`src/rtl/ir.sv`:
```
// Instruction register with one-cycle decode.
// An 8-bit instruction byte is captured on a load edge. It is decoded into an
// operation code, a zero-extended operand address and an illegal-encoding flag.
// All outputs come straight from registers, so no combinational path runs from
// the input to the outputs.
module ir (
   input  logic       clk,
   input  logic       rst,
   input  logic       ld,
   input  logic [7:0] in,
   output logic [7:0] op,
   output logic [7:0] ad,
   output logic       ill
);

   // Primary opcodes in in[7:5]. The codes 3'b101 and 3'b110 are reserved.
   localparam logic [2:0] cu_lda        = 3'b000;
   localparam logic [2:0] cu_sta        = 3'b001;
   localparam logic [2:0] cu_add        = 3'b010;
   localparam logic [2:0] cu_ban        = 3'b011;
   localparam logic [2:0] cu_jmp        = 3'b100;
   localparam logic [2:0] cu_long_begin = 3'b111;

   // Long sub-opcodes in in[4:0]. They are only meaningful under cu_long_begin.
   localparam logic [4:0] cu_cla  = 5'b00000;
   localparam logic [4:0] cu_com  = 5'b00001;
   localparam logic [4:0] cu_shr  = 5'b00010;
   localparam logic [4:0] cu_csl  = 5'b00011;
   localparam logic [4:0] cu_stop = 5'b00100;

   // Decoded operation codes presented on op.
   localparam logic [7:0] OP_NONE    = 8'h00;
   localparam logic [7:0] OP_LDA     = 8'h01;
   localparam logic [7:0] OP_STA     = 8'h02;
   localparam logic [7:0] OP_ADD     = 8'h03;
   localparam logic [7:0] OP_BAN     = 8'h04;
   localparam logic [7:0] OP_JMP     = 8'h05;
   localparam logic [7:0] OP_CLA     = 8'h10;
   localparam logic [7:0] OP_COM     = 8'h11;
   localparam logic [7:0] OP_SHR     = 8'h12;
   localparam logic [7:0] OP_CSL     = 8'h13;
   localparam logic [7:0] OP_STOP    = 8'h14;
   localparam logic [7:0] OP_ILLEGAL = 8'hFF;

   logic [2:0] primary;
   logic [4:0] field;
   logic       is_short;
   logic [7:0] op_next;
   logic [7:0] ad_next;
   logic       ill_next;
   logic [7:0] op_reg;
   logic [7:0] ad_reg;
   logic       ill_reg;

   assign primary = in[7:5];
   assign field   = in[4:0];

   // Decode the instruction byte into its operation code and legality flag.
   always_comb begin
      op_next  = OP_ILLEGAL;
      ill_next = 1'b1;
      is_short = 1'b0;
      case (primary)
         cu_lda: begin op_next = OP_LDA; ill_next = 1'b0; is_short = 1'b1; end
         cu_sta: begin op_next = OP_STA; ill_next = 1'b0; is_short = 1'b1; end
         cu_add: begin op_next = OP_ADD; ill_next = 1'b0; is_short = 1'b1; end
         cu_ban: begin op_next = OP_BAN; ill_next = 1'b0; is_short = 1'b1; end
         cu_jmp: begin op_next = OP_JMP; ill_next = 1'b0; is_short = 1'b1; end
         cu_long_begin: begin
            case (field)
               cu_cla:  begin op_next = OP_CLA;  ill_next = 1'b0; end
               cu_com:  begin op_next = OP_COM;  ill_next = 1'b0; end
               cu_shr:  begin op_next = OP_SHR;  ill_next = 1'b0; end
               cu_csl:  begin op_next = OP_CSL;  ill_next = 1'b0; end
               cu_stop: begin op_next = OP_STOP; ill_next = 1'b0; end
               default: begin op_next = OP_ILLEGAL; ill_next = 1'b1; end
            endcase
         end
         default: begin op_next = OP_ILLEGAL; ill_next = 1'b1; end
      endcase
   end

   // The operand address carries the field only for short instructions.
   // The upper bits are always zero.
   genvar gi;
   generate
      for (gi = 0; gi < 8; gi = gi + 1) begin : g_ad
         if (gi < 5) begin : g_low
            assign ad_next[gi] = is_short & field[gi];
         end else begin : g_high
            assign ad_next[gi] = 1'b0;
         end
      end
   endgenerate

   // Capture the decoded instruction on load. Reset wins over load.
   always_ff @(posedge clk) begin
      if (rst) begin
         op_reg  <= OP_NONE;
         ad_reg  <= 8'h00;
         ill_reg <= 1'b0;
      end else if (ld) begin
         op_reg  <= op_next;
         ad_reg  <= ad_next;
         ill_reg <= ill_next;
      end
   end

   assign op  = op_reg;
   assign ad  = ad_reg;
   assign ill = ill_reg;

endmodule

```
`config.mk`:
```
export PLATFORM = sky130hd
export DESIGN_NAME = ir
export DESIGN_NICKNAME = d
export VERILOG_FILES = /design/src/rtl/ir.sv
export SDC_FILE = /design/constraint.sdc
export NUM_CORES = 1
export LEC_CHECK = 0
export CORE_AREA = 2 2 39 41
export CTS_CLUSTER_DIAMETER = 120
export DETAILED_ROUTE_END_ITERATION = 10
export DIE_AREA = 0 0 41 43
export DONT_BUFFER_PORTS = 1
export SYNTH_ARGS = -nofsm -noshare
export SYNTH_HDL_FRONTEND = slang
export SYNTH_SLANG_ARGS = --single-unit
```
`constraint.sdc`:
```
create_clock -name clk -period 1.2 [get_ports clk]
set_input_delay 0.36 -clock clk [delete_from_list [all_inputs] [get_ports clk]]
set_output_delay 0.36 -clock clk [all_outputs]
set_load 0.005 [all_outputs]
```
==> reports/qor.txt <==
total gr overflow: 0
Port Buffers: 0
die area: 0.00176 mm^2
Post-route DRC: 0
post-synthesis compound-gate area fraction: 0.209
# IOs: 28
routed len/inst: 15.4 um
final hold viol count: 0
Post-CTS Setup Inserts: 0
static leakage: 0.229 nW
Die W: 41 um
first-pass GRT wire length: 1620 um
area delta synth->final: -0.460%
WP data arrival: 0.71 ns
All-Layer GR Usage: 0.146
Final HPWL DP: 774 um
Synth Instances: 54
Final min period: 1.07 ns
Initial Utilization: 0.393
final non-filler cell total: 68
CTS tree: done
count of different cell masters after synthesis: 23
critical path capture point type: output pin
final WL: 1050 um
Max Slew Vio Count: 0
H-tree depth: 1
cts hold-fix bufs: 0
largest net degree at the start of global routing: 17
XOR/XNOR Fraction of Synth Area: 0.0161
Sink Count: 11
Worst Hold Class: primary input to flop
main combinational cell family by area after synthesis: compound AO/OA/AOI/OAI gates
VDD IR-drop max: 0.552 mV
Internal Power: 0.000553 W
Num CTS Buffers: 3
FP Rows: 14
First-pass DRT Iterations: 3
kind of critical path: flop to output pin
Yosys Warn Count: 0
Pwr Density: 1340 mW/mm^2
Die Span Y: 43 um
CP Data Required Time: 0.84 ns
post-route setup TNS: 0 ns
post-synthesis simple-gate area fraction: 0.168
commonest cells after routing, fill and taps aside: dfxtp_1 (11), nor2_1 (8), mux2i_1 (5), conb_1 (3), clkbuf_4 (3)
setup violators final: 0
vias per cell: 5.51
Synth Area in Adders: 0
Seq pwr share: 0.561
crit path max fanout: 5
Gate power share: 0.087
via count: 375
Layout Nets: 64
core area: 0.00138 mm^2
Routed met1 length: 441 um
CTS Buffer Depth: 2
Netlist Area Pre-Place: 544 um^2
Worst-Skew Late Latency: 0.27 ns
crit share post-route: 0.895
CTS clk-pin slew, worst paths: 0.07 ns
Worst Clk Skew: 0 ns
max cap viols: 0
met2 routed WL: 483 um
unrepaired setup endpoints after global routing: no
placed cell count: 64
Resize count post-CTS: 0
DR iter-0 viols: 5
ratio of cells with drive above 1 in the final layout: 0.135
post-synthesis sequential area ratio: 0.405
Clk Tree Root Cell: clkbuf_4
crit path launch type: flop
synthesized flop and latch total: 11
Avg Cell Area, Syn: 10.1 um^2
DR top layer: met4
multiplexer share of the synthesized area: 0.0920
Clk pwr share: 0.353
met3 wire length: 107 um
sw frac: 0.239
vias in the first global route: 368
Placer Congestion: 0.700
Ant. Diodes: 0
FMAX: 0.931 GHz
commonest non-fill, non-tap cell in the layout: dfxtp_1
initial antenna violation count: 0
NetSw: 0.000174 W
ANT nets after route: 0
run status: completed
==> path summary, 6_finish.rpt <==
path / start / to / slack [ns] / cells past startpoint
worst min register to register: ill$_SDFFE_PP0P_ / ill$_SDFFE_PP0P_ / 0.49 / 1
worst min-delay path: rst / op[4]$_SDFFE_PP0P_ / 0.15 / 1
worst max register to register: op[2]$_SDFFE_PP0P_ / op[2]$_SDFFE_PP0P_ / 0.36 / 2
worst max-delay path: op[6]$_SDFFE_PP0P_ / op[5] / 0.13 / 0
==> through the flow <==
step / setup slack, ns / hold slack (ns) / power [W] / utilization / cell area (um^2)
floorplan: 0.142 / 0.451 / 0.000494 / - / 552
global placement: 0.113 / 0.432 / 0.000478 / 0.373 / 515
detailed placement: 0.0990 / 0.435 / 0.000480 / 0.373 / 515
CTS: 0.112 / 0.144 / 0.000736 / 0.392 / 542
global route: 0.0775 / 0.134 / 0.000766 / 0.392 / 542
finish: 0.126 / 0.149 / 0.000727 / 0.392 / 542
==> power by group through the flow <==
stage | Sequential (W) | Clock, W | Combinational, W
after floorplan | 0.000411 | 0 | 0.0000834
after global placement | 0.000416 | 0 | 0.0000615
after detailed placement | 0.000416 | 0 | 0.0000635
after CTS | 0.000408 | 0.000265 | 0.0000635
after global routing | 0.000411 | 0.000286 | 0.0000693
final | 0.000408 | 0.000256 | 0.0000629
==> metal layers <==
| layer | GRT usage | vias up |
|---|---|---|
| li1 | - | 180 |
| met3 | 0.0576 | 2 |
| met2 | 0.188 | 18 |
| met1 | 0.181 | 175 |
| met4 | 0.120 | 0 |
| met5 | 0 | - |
==> cells in the mapped netlist, drive strengths merged <==
| cell | count | share of area |
|---|---|---|
| dfxtp | 11 | 0.40 |
| nor2 | 8 | 0.055 |
| buf | 7 | 0.097 |
| mux2i | 5 | 0.092 |
| a2111oi | 2 | 0.067 |
| a21o | 2 | 0.028 |
| a21oi | 2 | 0.018 |
| and4b | 2 | 0.044 |
| nand2 | 2 | 0.014 |
| nand2b | 2 | 0.023 |
| a211o | 1 | 0.016 |
| a211oi | 1 | 0.023 |
| and4bb | 1 | 0.023 |
| clkbuf | 1 | 0.0069 |
| conb | 1 | 0.0069 |
| nor3 | 1 | 0.0092 |
| o211ai | 1 | 0.023 |
| o21ai | 1 | 0.0092 |
| o22ai | 1 | 0.012 |
| o31ai | 1 | 0.014 |
| xnor2 | 1 | 0.016 |
==> final cells by class <==
| class | count | area, um^2 |
|---|---|---|
| fillers | 145 | 842 |
| flip-flops and latches | 11 | 220 |
| clock buffers | 4 | 26.3 |
| multi-input cells | 37 | 275 |
| well taps | 16 | 20.0 |
==> logic make-up (layout without fill, tap and decap cells) <==
| kind of cell | count (synthesis) | after routing |
|---|---|---|
| other | 1 | 3 |
| AO/OA/AOI/OAI | 12 | 12 |
| multiplexers | 5 | 5 |
| AND/OR/NAND/NOR | 16 | 16 |
| flip-flops | 11 | 11 |
| XOR/XNOR | 1 | 1 |
| buffers and inverters | 8 | 4 |
No activity file was read; power rests on OpenSTA's default activity.
